### config.mk
export PLATFORM = sky130hd
export DESIGN_NAME = com_bus_rr_arbiter_flat
export DESIGN_NICKNAME = d
export VERILOG_FILES = /design/src/rtl/com_bus_rr_arbiter_pkg.sv /design/src/rtl/com_bus_rr_arbiter_if.sv /design/src/rtl/com_bus_rr_arbiter_rr_pick.sv /design/src/rtl/com_bus_rr_arbiter.sv /design/src/flat_wrapper.sv
export SDC_FILE = /design/constraint.sdc
export NUM_CORES = 1
export LEC_CHECK = 0
export CORE_ASPECT_RATIO = 1.5
export CORE_MARGIN = 2
export CORE_UTILIZATION = 55
export CTS_CLUSTER_DIAMETER = 40
export CTS_CLUSTER_SIZE = 12
export DETAILED_ROUTE_END_ITERATION = 10
export PLACE_DENSITY = 0.86
export SLEW_MARGIN = 15
export SYNTH_ARGS = -nofsm -noshare
export SYNTH_HDL_FRONTEND = slang
export SYNTH_SLANG_ARGS = --single-unit
### constraint.sdc
create_clock -name clk -period 7.8 [get_ports clk]
set_input_delay 2.34 -clock clk [delete_from_list [all_inputs] [get_ports clk]]
set_output_delay 2.34 -clock clk [all_outputs]
set_load 0.02 [all_outputs]
### src/rtl/com_bus_rr_arbiter_pkg.sv
// com_bus_arb_pkg: shared types and helpers for the coherence bus arbiter.
//   arb_state_t  - arbiter FSM states
//   gnt_class_t  - owner class reported on Gnt_class
//   clog2_min1   - index width that never collapses to zero bits
package com_bus_arb_pkg;

    typedef enum logic [1:0] {IDLE, OWN, TURN} arb_state_t;

    typedef enum logic [1:0] {NONE, PROC, SNOOP, MEM} gnt_class_t;

    function automatic int clog2_min1(input int n);
        return (n < 2) ? 1 : $clog2(n);
    endfunction

endpackage

### src/rtl/com_bus_rr_arbiter_if.sv
// com_bus_rr_arbiter_if: request/grant/status bundle of the coherence bus arbiter.
//   Com_Bus_Req_proc/snoop, Mem_snoop_req  - level requests from cores, snoopers, memory
//   Com_Bus_Gnt_proc/snoop, Mem_snoop_gnt  - registered one-hot grants
//   Bus_busy, Gnt_class, Gnt_idx, Preempt  - owner status
//   modport master: requester side; modport slave: arbiter side
interface com_bus_rr_arbiter_if
    import com_bus_arb_pkg::*;
#(
    parameter int NUM_PROC  = 8,
    parameter int NUM_SNOOP = 4
);
    localparam int IW = clog2_min1(NUM_PROC > NUM_SNOOP ? NUM_PROC : NUM_SNOOP);

    logic [NUM_PROC-1:0]  Com_Bus_Req_proc;
    logic [NUM_SNOOP-1:0] Com_Bus_Req_snoop;
    logic                 Mem_snoop_req;
    logic [NUM_PROC-1:0]  Com_Bus_Gnt_proc;
    logic [NUM_SNOOP-1:0] Com_Bus_Gnt_snoop;
    logic                 Mem_snoop_gnt;
    logic                 Bus_busy;
    logic [1:0]           Gnt_class;
    logic [IW-1:0]        Gnt_idx;
    logic                 Preempt;

    modport master (
        output Com_Bus_Req_proc, Com_Bus_Req_snoop, Mem_snoop_req,
        input  Com_Bus_Gnt_proc, Com_Bus_Gnt_snoop, Mem_snoop_gnt,
        input  Bus_busy, Gnt_class, Gnt_idx, Preempt
    );

    modport slave (
        input  Com_Bus_Req_proc, Com_Bus_Req_snoop, Mem_snoop_req,
        output Com_Bus_Gnt_proc, Com_Bus_Gnt_snoop, Mem_snoop_gnt,
        output Bus_busy, Gnt_class, Gnt_idx, Preempt
    );

endinterface

### src/rtl/com_bus_rr_arbiter_rr_pick.sv
// rr_pick: round-robin winner selection for one requester class.
//   clk, rst  - clock, asynchronous active-high reset (pointer to N-1)
//   req       - level requests of the class
//   advance   - load the pointer with adv_idx (last winner of the class)
//   any       - at least one request is high
//   winner    - one-hot winner, searched from pointer+1 with wrap
//   win_idx   - binary index of winner
module rr_pick
    import com_bus_arb_pkg::*;
#(
    parameter int  N  = 4,
    localparam int IW = clog2_min1(N)
) (
    input  logic          clk,
    input  logic          rst,
    input  logic [N-1:0]  req,
    input  logic          advance,
    input  logic [IW-1:0] adv_idx,
    output logic          any,
    output logic [N-1:0]  winner,
    output logic [IW-1:0] win_idx
);
    logic [IW-1:0] ptr;
    logic [IW-1:0] k;

    always_ff @(posedge clk or posedge rst)
        if (rst)
            ptr <= IW'(N - 1);
        else if (advance)
            ptr <= adv_idx;

    // Scan from farthest to nearest so the slot closest after ptr overwrites the rest.
    always_comb begin
        win_idx = '0;
        k = '0;
        for (int i = N; i >= 1; i--) begin
            k = IW'((int'(ptr) + i) % N);
            if (req[k])
                win_idx = k;
        end
    end

    assign any    = |req;
    assign winner = any ? N'(1) << win_idx : '0;

endmodule

### src/rtl/com_bus_rr_arbiter.sv
// com_bus_rr_arbiter: round-robin owner arbiter for the shared coherence bus.
//   clk, rst  - clock, asynchronous active-high reset
//   bus       - slave modport: proc/snoop/mem requests in, registered grants
//               and owner status (Bus_busy, Gnt_class, Gnt_idx, Preempt) out
// Priority snoop > mem > proc, round-robin inside snoop and proc classes.
// Processor owners lose the bus after MAX_HOLD cycles when anyone else waits.
// Every ownership is followed by one turnaround cycle with all grants low.
module com_bus_rr_arbiter
    import com_bus_arb_pkg::*;
#(
    parameter int NUM_PROC  = 8,
    parameter int NUM_SNOOP = 4,
    parameter int MAX_HOLD  = 64
) (
    input logic                 clk,
    input logic                 rst,
    com_bus_rr_arbiter_if.slave bus
);
    localparam int PW = clog2_min1(NUM_PROC);
    localparam int SW = clog2_min1(NUM_SNOOP);
    localparam int IW = clog2_min1(NUM_PROC > NUM_SNOOP ? NUM_PROC : NUM_SNOOP);
    localparam int HW = $clog2(MAX_HOLD + 1);

    arb_state_t           state_q, state_n;
    gnt_class_t           cls_q, cls_n;
    logic [NUM_PROC-1:0]  gnt_proc_q, gnt_proc_n;
    logic [NUM_SNOOP-1:0] gnt_snoop_q, gnt_snoop_n;
    logic                 gnt_mem_q, gnt_mem_n;
    logic [IW-1:0]        idx_q, idx_n;
    logic [HW-1:0]        hold_q, hold_n, hold_inc;
    logic                 pre_q, pre_n;
    logic                 p_any, s_any;
    logic [NUM_PROC-1:0]  p_win;
    logic [NUM_SNOOP-1:0] s_win;
    logic [PW-1:0]        p_idx, adv_proc_idx;
    logic [SW-1:0]        s_idx;
    logic                 adv_proc, adv_snoop;
    logic                 own_req, others, preempt_hit;

    rr_pick #(.N(NUM_PROC)) u_proc_pick (
        .clk     (clk),
        .rst     (rst),
        .req     (bus.Com_Bus_Req_proc),
        .advance (adv_proc),
        .adv_idx (adv_proc_idx),
        .any     (p_any),
        .winner  (p_win),
        .win_idx (p_idx)
    );

    rr_pick #(.N(NUM_SNOOP)) u_snoop_pick (
        .clk     (clk),
        .rst     (rst),
        .req     (bus.Com_Bus_Req_snoop),
        .advance (adv_snoop),
        .adv_idx (s_idx),
        .any     (s_any),
        .winner  (s_win),
        .win_idx (s_idx)
    );

    // Grants are one-hot, so masking requests with them isolates the owner.
    assign own_req     = |{bus.Com_Bus_Req_proc & gnt_proc_q, bus.Com_Bus_Req_snoop & gnt_snoop_q, bus.Mem_snoop_req & gnt_mem_q};
    assign others      = |{bus.Com_Bus_Req_proc & ~gnt_proc_q, bus.Com_Bus_Req_snoop & ~gnt_snoop_q, bus.Mem_snoop_req & ~gnt_mem_q};
    assign hold_inc    = (hold_q == HW'(MAX_HOLD)) ? hold_q : hold_q + 1'b1;
    assign preempt_hit = (cls_q == PROC) && (hold_inc == HW'(MAX_HOLD)) && others;

    always_comb begin
        state_n      = state_q;
        cls_n        = cls_q;
        gnt_proc_n   = gnt_proc_q;
        gnt_snoop_n  = gnt_snoop_q;
        gnt_mem_n    = gnt_mem_q;
        idx_n        = idx_q;
        hold_n       = hold_q;
        pre_n        = 1'b0;
        adv_proc     = 1'b0;
        adv_snoop    = 1'b0;
        adv_proc_idx = p_idx;
        unique case (state_q)
            IDLE: begin
                hold_n = '0;
                if (s_any) begin
                    gnt_snoop_n = s_win;
                    cls_n       = SNOOP;
                    idx_n       = IW'(s_idx);
                    adv_snoop   = 1'b1;
                    state_n     = OWN;
                end else if (bus.Mem_snoop_req) begin
                    gnt_mem_n = 1'b1;
                    cls_n     = MEM;
                    idx_n     = '0;
                    state_n   = OWN;
                end else if (p_any) begin
                    gnt_proc_n = p_win;
                    cls_n      = PROC;
                    idx_n      = IW'(p_idx);
                    adv_proc   = 1'b1;
                    state_n    = OWN;
                end
            end
            OWN: begin
                hold_n = hold_inc;
                if (!own_req || preempt_hit) begin
                    gnt_proc_n  = '0;
                    gnt_snoop_n = '0;
                    gnt_mem_n   = 1'b0;
                    cls_n       = NONE;
                    idx_n       = '0;
                    state_n     = TURN;
                    // Owner still requesting here means the hold limit revoked it;
                    // pin the proc pointer on it so the search resumes past it.
                    pre_n        = own_req;
                    adv_proc     = own_req;
                    adv_proc_idx = PW'(idx_q);
                end
            end
            TURN: state_n = IDLE;
            default: state_n = IDLE;
        endcase
    end

    always_ff @(posedge clk or posedge rst)
        if (rst) begin
            state_q     <= IDLE;
            cls_q       <= NONE;
            gnt_proc_q  <= '0;
            gnt_snoop_q <= '0;
            gnt_mem_q   <= 1'b0;
            idx_q       <= '0;
            hold_q      <= '0;
            pre_q       <= 1'b0;
        end else begin
            state_q     <= state_n;
            cls_q       <= cls_n;
            gnt_proc_q  <= gnt_proc_n;
            gnt_snoop_q <= gnt_snoop_n;
            gnt_mem_q   <= gnt_mem_n;
            idx_q       <= idx_n;
            hold_q      <= hold_n;
            pre_q       <= pre_n;
        end

    assign bus.Com_Bus_Gnt_proc  = gnt_proc_q;
    assign bus.Com_Bus_Gnt_snoop = gnt_snoop_q;
    assign bus.Mem_snoop_gnt     = gnt_mem_q;
    assign bus.Bus_busy          = |{gnt_proc_q, gnt_snoop_q, gnt_mem_q};
    assign bus.Gnt_class         = cls_q;
    assign bus.Gnt_idx           = idx_q;
    assign bus.Preempt           = pre_q;

    assert property (@(posedge clk) disable iff (rst) $onehot0({gnt_proc_q, gnt_snoop_q, gnt_mem_q}));

endmodule

### src/flat_wrapper.sv
// flat-port wrapper written by rule: the top's interface ports become plain ports
module com_bus_rr_arbiter_flat import com_bus_arb_pkg::*;
#(
    parameter int NUM_PROC  = 8,
    parameter int NUM_SNOOP = 4,
    parameter int MAX_HOLD  = 64
)
  (clk, rst, bus_Com_Bus_Req_proc, bus_Com_Bus_Req_snoop, bus_Mem_snoop_req, bus_Com_Bus_Gnt_proc, bus_Com_Bus_Gnt_snoop, bus_Mem_snoop_gnt, bus_Bus_busy, bus_Gnt_class, bus_Gnt_idx, bus_Preempt);
  com_bus_rr_arbiter_if #(.NUM_PROC(NUM_PROC), .NUM_SNOOP(NUM_SNOOP)) bus_i ();
  input logic clk;
  input logic rst;
  input wire logic [$bits(bus_i.Com_Bus_Req_proc)-1:0] bus_Com_Bus_Req_proc;
  input wire logic [$bits(bus_i.Com_Bus_Req_snoop)-1:0] bus_Com_Bus_Req_snoop;
  input wire logic [$bits(bus_i.Mem_snoop_req)-1:0] bus_Mem_snoop_req;
  output wire logic [$bits(bus_i.Com_Bus_Gnt_proc)-1:0] bus_Com_Bus_Gnt_proc;
  output wire logic [$bits(bus_i.Com_Bus_Gnt_snoop)-1:0] bus_Com_Bus_Gnt_snoop;
  output wire logic [$bits(bus_i.Mem_snoop_gnt)-1:0] bus_Mem_snoop_gnt;
  output wire logic [$bits(bus_i.Bus_busy)-1:0] bus_Bus_busy;
  output wire logic [$bits(bus_i.Gnt_class)-1:0] bus_Gnt_class;
  output wire logic [$bits(bus_i.Gnt_idx)-1:0] bus_Gnt_idx;
  output wire logic [$bits(bus_i.Preempt)-1:0] bus_Preempt;
  assign bus_i.Com_Bus_Req_proc = bus_Com_Bus_Req_proc;
  assign bus_i.Com_Bus_Req_snoop = bus_Com_Bus_Req_snoop;
  assign bus_i.Mem_snoop_req = bus_Mem_snoop_req;
  assign bus_Com_Bus_Gnt_proc = bus_i.Com_Bus_Gnt_proc;
  assign bus_Com_Bus_Gnt_snoop = bus_i.Com_Bus_Gnt_snoop;
  assign bus_Mem_snoop_gnt = bus_i.Mem_snoop_gnt;
  assign bus_Bus_busy = bus_i.Bus_busy;
  assign bus_Gnt_class = bus_i.Gnt_class;
  assign bus_Gnt_idx = bus_i.Gnt_idx;
  assign bus_Preempt = bus_i.Preempt;
  com_bus_rr_arbiter #(.NUM_PROC(NUM_PROC), .NUM_SNOOP(NUM_SNOOP), .MAX_HOLD(MAX_HOLD)) u_core (.clk(clk), .rst(rst), .bus(bus_i));
endmodule
==> impl_metrics.toml, run 1 <==
[critical_path]
cp_max_fo = 11
arrival_ps = 5340
endpoint_kind = "flop"
path_class = "input port to flop"
worstPathRequired_ps = 7980
crit_path_start_kind = "input port"

[grt]
antenna_found_initial = 0
grt_max_degree = 34
grt_overflow = 0
grt_use_total_pct = 27.95
grt_pass1_vias = 2674
grt_pass1_wl_um = 12880

[placement]
gp_congestion = 0.9265
io_buffers = 34
place_hpwl_um = 6000
pre_cts_slack_ps = 2457

[synthesis]
yosysTopAreaCellShare_pct = 24.26
async_flop_share_pct = 100.0
synth_seq_cells = 33
syn_inst = 319
synth_nets = 338
yosys.area.top_type = "dfrtp_1"
synth_area_sq_um = 2888
synth-edff-count = 0
yosysSeqAreaShare_pct = 28.81
synth_compound_area_share_pct = 24.87
synth.area.top_cells = "dfrtp_1 (24%), mux4_2 (6.2%), nand2_1 (4.7%)"
synthAdderAreaFrac_pct = 1.733
synth_mux_area_share_pct = 18.24
synth_ff_type = "dfrtp_1"
synth_cell_types = 64
yosys.area_share.simple_pct = 17.89
synth_top_family_by_area = "compound AO/OA/AOI/OAI gates"
avgSynthCellArea_sq_um = 9.053
yosys_warnings = 0
synth_xor_area_share_pct = 1.213

[run_status]
status = "completed"

[clock_network]
cts_resized = 0
cts-root-buf = "clkbuf_8"
post_cts_buffers = 0
cts_tree = "done"
cts_max_path_buffers = 2
clkSlewWorstSetupHoldPaths_ps = 70
h-tree-depth = 2
cts_buffers = 5
cts_hold_buf = 0
worstSkewPairLatency_ps = 290
clock-sinks = 33

[cells_and_area]
drive_above_1_share_pct = 11.08
area_growth_pct = 14.12
mostFrequentLayoutCell = "nand2_1"
fill_cells = 423
antenna_cells = 0
final_cell_mix = "nand2_1 (36), clkdlybuf4s50_1 (34), dfrtp_1 (28)"
multi_input_area_sq_um = 1847
layout.area.seq_sq_um = 832.0
final_nets = 361
final_core_utilization_pct = 64.81

[power_and_ir_drop]
p_leak_nw = 1.367
power_density_nw_per_um2 = 452.8
ir_drop_mv = 0.2577

[sta]
period_needed_ps = 5164
worst_pin_slew_ps = 822.4
fin_skew_ps = 8.939
tns_ps = 0
layout_setup_ws_ps = 2636
hold_viol = 0
setup_viol = 0
holdWs_ps = 522.5
finalCritPeriodShare_pct = 66.20
max_freq_mhz = 193.7
finalMaxSlewViolations = 0
rsz0062_at_grt = "false"
slew_headroom_pct = 45.06

[floorplan]
core_area_sq_um = 5085
die_w_um = 63.17
io_pins = 35
start_util_pct = 56.79
rows = 32
die_h_um = 92.75
die_area_sq_um = 5858

[flow_run]
maxCapViolCount = 0

[detailed_routing]
vias = 2796
drt_iter0_drc = 279
drt_pass1_iterations = 5
drc = 0
wl_per_cell_um = 19.60
vias_per_cell = 6.803
wirelength_um = 8055
final_antenna_net_count = 0

[worst_hold_path]
hold_path_class = "flop to flop"
[layout make-up]
type | count | area share [%]
Multi-Input combinational cell | 241 | 56.04
Tap cell | 68 | 2.582
Timing Repair Buffer | 35 | 10.55
Sequential cell | 33 | 25.25
Clock inverter | 3 | 0.5315
Clock buffer | 5 | 2.088
Inverter | 26 | 2.961
[per-layer routing]
metal | track usage [%] | routed length (um) | vias to the layer above
li1 | - | - | 1264
met4 | 18.89 | 349 | 0
met5 | 0 | 0 | -
met2 | 49.38 | 4256 | 143
met3 | 3.767 | 438 | 28
met1 | 30.74 | 3010 | 1361
[per-stage QoR]
stage / instance area (sq um) / total power [mW] / std cells
after floorplan: 2888 / 1.097 / 319
after global placement: 3209 / 1.318 / 403
after detailed placement: 3209 / 1.337 / 403
after CTS: 3296 / 1.469 / 411
after global routing: 3296 / 1.586 / 411
final: 3296 / 1.492 / 411
[sequential cells by signal, indices dropped and copies added, names as in the netlist]
name and flops:
u_core.bus.Com_Bus_Gnt_proc 8, u_core.state_q 2, u_core.hold_q 7, u_core.bus.Mem_snoop_gnt 1
u_core.bus.Preempt 1, u_core.u_proc_pick.ptr 3, u_core.bus.Gnt_class 2, u_core.bus.Gnt_idx 3
u_core.bus.Com_Bus_Gnt_snoop 4, u_core.u_snoop_pick.ptr 2
[worst paths after layout]
kind / to / slack, ps / depth (start not counted) / startpoint
max reg2reg: u_core.bus.Com_Bus_Gnt_proc[5]$_DFFE_PP0P_ / 3510 / 9 / u_core.u_proc_pick.ptr[0]$_DFFE_PP1P_
min: u_core.u_snoop_pick.ptr[0]$_DFFE_PP1P_ / 520 / 2 / u_core.u_snoop_pick.ptr[0]$_DFFE_PP1P_
max: u_core.bus.Com_Bus_Gnt_proc[5]$_DFFE_PP0P_ / 2640 / 8 / bus_Com_Bus_Req_proc[7]
max in group asynchronous: u_core.u_snoop_pick.ptr[1]$_DFFE_PP1P_ / 5040 / 3 / rst
min in group asynchronous: u_core.bus.Preempt$_DFF_PP0_ / 2430 / 3 / rst
min reg2reg: u_core.u_snoop_pick.ptr[0]$_DFFE_PP1P_ / 520 / 2 / u_core.u_snoop_pick.ptr[0]$_DFFE_PP1P_
[critical path: stages]
cell,delay (ps)
clkdlybuf4s50_1,630
mux4_1,720
mux2_4,320
o2111ai_1,200
a31oi_1,80
a311oi_2,540
inv_2,140
o32ai_1,350
[cell families (layout without fill, tap and decap cells)]
logic type,Yosys count,in the layout
XOR/XNOR,4,4
buffers and inverters,45,69
flip-flops,33,33
AND/OR/NAND/NOR,106,106
multiplexers,33,33
AO/OA/AOI/OAI,94,94
adder cells (fa/ha/maj),4,4
[Yosys cell counts (3+ instances only)]
| cell type | number |
|---|---|
| clkbuf_1 | 9 |
| mux4_2 | 8 |
| inv_1 | 24 |
| dfstp_2 | 5 |
| o211ai_1 | 3 |
| mux2i_1 | 13 |
| xnor2_1 | 3 |
| a21oi_1 | 10 |
| o32ai_1 | 4 |
| a22o_1 | 6 |
| nand3_1 | 10 |
| nor3_1 | 6 |
| a21o_1 | 4 |
| o22ai_1 | 5 |
| and3_1 | 4 |
| mux2_2 | 4 |
| mux4_1 | 5 |
| dfrtp_1 | 28 |
| ha_1 | 4 |
| nor4_1 | 5 |
| a32o_1 | 6 |
| nand2_1 | 36 |
| o21ai_0 | 15 |
| nand2b_1 | 10 |
| buf_2 | 5 |
| nor2b_1 | 3 |
| nor2_1 | 18 |
| buf_6 | 4 |
| or3_1 | 3 |
| a211oi_1 | 5 |
| o221ai_1 | 3 |
| a22oi_1 | 4 |
[power by group]
part | switching (mW) | internal, mW | leakage, nW
clock network | 0.0665 | 0.0615 | 0.0439
registers | 0.115 | 0.228 | 0.431
logic | 0.573 | 0.448 | 0.892
total | 0.754 | 0.738 | 1.37
No activity file was read; power rests on OpenSTA's default activity.
==> run 2, diff against run 1 <==
CORE_UTILIZATION = 51   (was 55)
PLACE_DENSITY = 0.84   (was 0.86)
clock period = 4.2 ns   (was 7.8 ns; I/O delays follow)
==> run 2 against run 1 <==
Effect of this change:
- sequential power rose by 68%
- combinational power is 100% higher
- critical path depth is the same
- first-iteration DRC count is 16% lower
- utilization decreased by 1.7 points
- sequential share of layout area is 1.1 points lower
- hold slack lost 16 ps
- critical path type unchanged
- largest cell class unchanged
==> impl_metrics.toml, run 2 (synthesis gave the netlist of run 1 again) <==
[clock_network]
h-tree-depth = 2
cts-root-buf = "clkbuf_8"
clkSlewWorstSetupHoldPaths_ps = 70
cts_max_path_buffers = 2
cts_hold_buf = 0
worstSkewPairLatency_ps = 290
cts_tree = "done"
clock-sinks = 33
post_cts_buffers = 0
cts_resized = 0
cts_buffers = 5

[sta]
max_freq_mhz = 266.5
fin_skew_ps = 6.372
holdWs_ps = 506.7
layout_setup_ws_ps = 448.3
hold_viol = 0
slew_headroom_pct = 49.84
setup_viol = 0
finalMaxSlewViolations = 0
period_needed_ps = 3752
rsz0062_at_grt = "false"
finalCritPeriodShare_pct = 89.33
worst_pin_slew_ps = 746.6
tns_ps = 0

[worst_hold_path]
min_from = "u_core.u_snoop_pick.ptr[0]$_DFFE_PP1P_"
min_path_cells = 2
hold_path_class = "flop to flop"
holdPathEnd = "u_core.u_snoop_pick.ptr[0]$_DFFE_PP1P_"

[placement]
io_buffers = 34
place_hpwl_um = 6353
pre_cts_slack_ps = 208.9
gp_congestion = 1.021

[power_and_ir_drop]
p_clk_share_pct = 10.5
p_leak_nw = 1.453
switching_share_pct = 48.10
ir_drop_mv = 0.4781
p_int_mw = 1.521
switchingPower_mw = 1.409
pwr-share-seq_pct = 19.6
power_density_nw_per_um2 = 851.7
pwr-share-comb_pct = 69.8

[grt]
grt.met3_usage_pct = 2.456
grt_use_total_pct = 27.77
grt_use_met2_pct = 50.85
grt_pass1_wl_um = 13340
grt_pass1_vias = 2781
met1_usage_pct = 29.05
grt_overflow = 0
grt_max_degree = 34
antenna_found_initial = 0
top_usage_layer = "met2"

[floorplan]
io_pins = 35
core_area_sq_um = 5450
start_util_pct = 52.98
die_w_um = 65.44
rows = 33
die_area_sq_um = 6293
die_h_um = 96.16

[critical_path]
r2r_start = "u_core.u_proc_pick.ptr[1]$_DFFE_PP1P_"
endpoint_kind = "flop"
cp_max_fo = 7
path_class = "input port to flop"
worstPathRequired_ps = 4370
r2r_setup_slack_ps = 790
crit_path_start_kind = "input port"
reg2reg_to = "u_core.bus.Com_Bus_Gnt_proc[5]$_DFFE_PP0P_"
rr_worst_depth = 9
arrival_ps = 3920

[cells_and_area]
area_growth_pct = 19.15
final_nets = 376
drive_above_1_share_pct = 14.53
antenna_cells = 0
largest_reg_flops = 8
mostFrequentLayoutCell = "nand2_1"
fill_cells = 457
final_cell_mix = "nand2_1 (36), clkdlybuf4s50_1 (34), dfrtp_1 (28)"

[detailed_routing]
drt_iter0_drc = 234
final_antenna_net_count = 0
drc = 0
wl_per_cell_um = 19.51
wirelength_um = 8352
vias = 2815
vias_per_cell = 6.577
drt_pass1_iterations = 5

[flow_run]
maxCapViolCount = 0

[run_status]
status = "completed"
run 2: cell types whose count changed in the layout (fill, tap and decap cells not counted):
cell,change
buf_4,+15
bufinv_16,+1
clkbuf_1,+1
clkbuf_8,+1
clkinv_2,-2
clkinvlp_4,-1
run 2: power by group through the flow:
stage / Sequential (mW) / Combinational, mW / Clock [mW]
2_1_floorplan: 0.540 / 1.50 / 0
4_1_cts: 0.569 / 2.01 / 0.312
6_report: 0.575 / 2.05 / 0.309
3_5_place_dp: 0.573 / 2.01 / 0
3_3_place_gp: 0.570 / 1.96 / 0
5_1_grt: 0.586 / 2.20 / 0.320
run 2: worst max path at each step:
stage          slack (ps)                     from                                    endpoint
6_report              450  bus_Com_Bus_Req_proc[6]  u_core.bus.Com_Bus_Gnt_proc[5]$_DFFE_PP0P_
5_1_grt               330  bus_Com_Bus_Req_proc[6]  u_core.bus.Com_Bus_Gnt_proc[5]$_DFFE_PP0P_
4_1_cts               460  bus_Com_Bus_Req_proc[6]  u_core.bus.Com_Bus_Gnt_proc[5]$_DFFE_PP0P_
3_5_place_dp          210  bus_Com_Bus_Req_proc[6]  u_core.bus.Com_Bus_Gnt_proc[3]$_DFFE_PP0P_
3_3_place_gp          240  bus_Com_Bus_Req_proc[6]  u_core.bus.Com_Bus_Gnt_proc[4]$_DFFE_PP0P_
2_1_floorplan         800  bus_Com_Bus_Req_proc[1]  u_core.bus.Com_Bus_Gnt_proc[3]$_DFFE_PP0P_
run 2: critical path: stages:
cell             delay, ps
clkdlybuf4s50_1        510
mux4_1                 670
mux2_4                 330
a22oi_2                180
o211ai_1               100
a311o_2                400
o21a_4                 140
o32ai_1                310
run 2: stage by stage:
stage	util, %	power (mW)	cells	cell area [sq um]
final	63.13	2.930	428	3441
after global routing	63.13	3.103	428	3441
after floorplan	-	2.037	319	2888
after detailed placement	61.00	2.579	420	3324
after global placement	61.00	2.534	420	3324
after CTS	63.13	2.895	428	3441
run 2: cell type report:
cell class | count | area (sq um) | area share (%)
clock buffer | 7 | 86.33 | 2.509
clock inverter | 1 | 30.03 | 0.8727
inverter | 26 | 97.59 | 2.836
multi-input combinational | 241 | 1847 | 53.67
sequential | 33 | 832.0 | 24.18
tap | 70 | 87.58 | 2.545
timing repair buffer | 50 | 460.4 | 13.38
run 2: per-layer routing:
layer / vias up / routed length (um)
met5: - / 0
met4: 0 / 547
met3: 46 / 392
li1: 1294 / -
met1: 1343 / 2877
met2: 132 / 4534
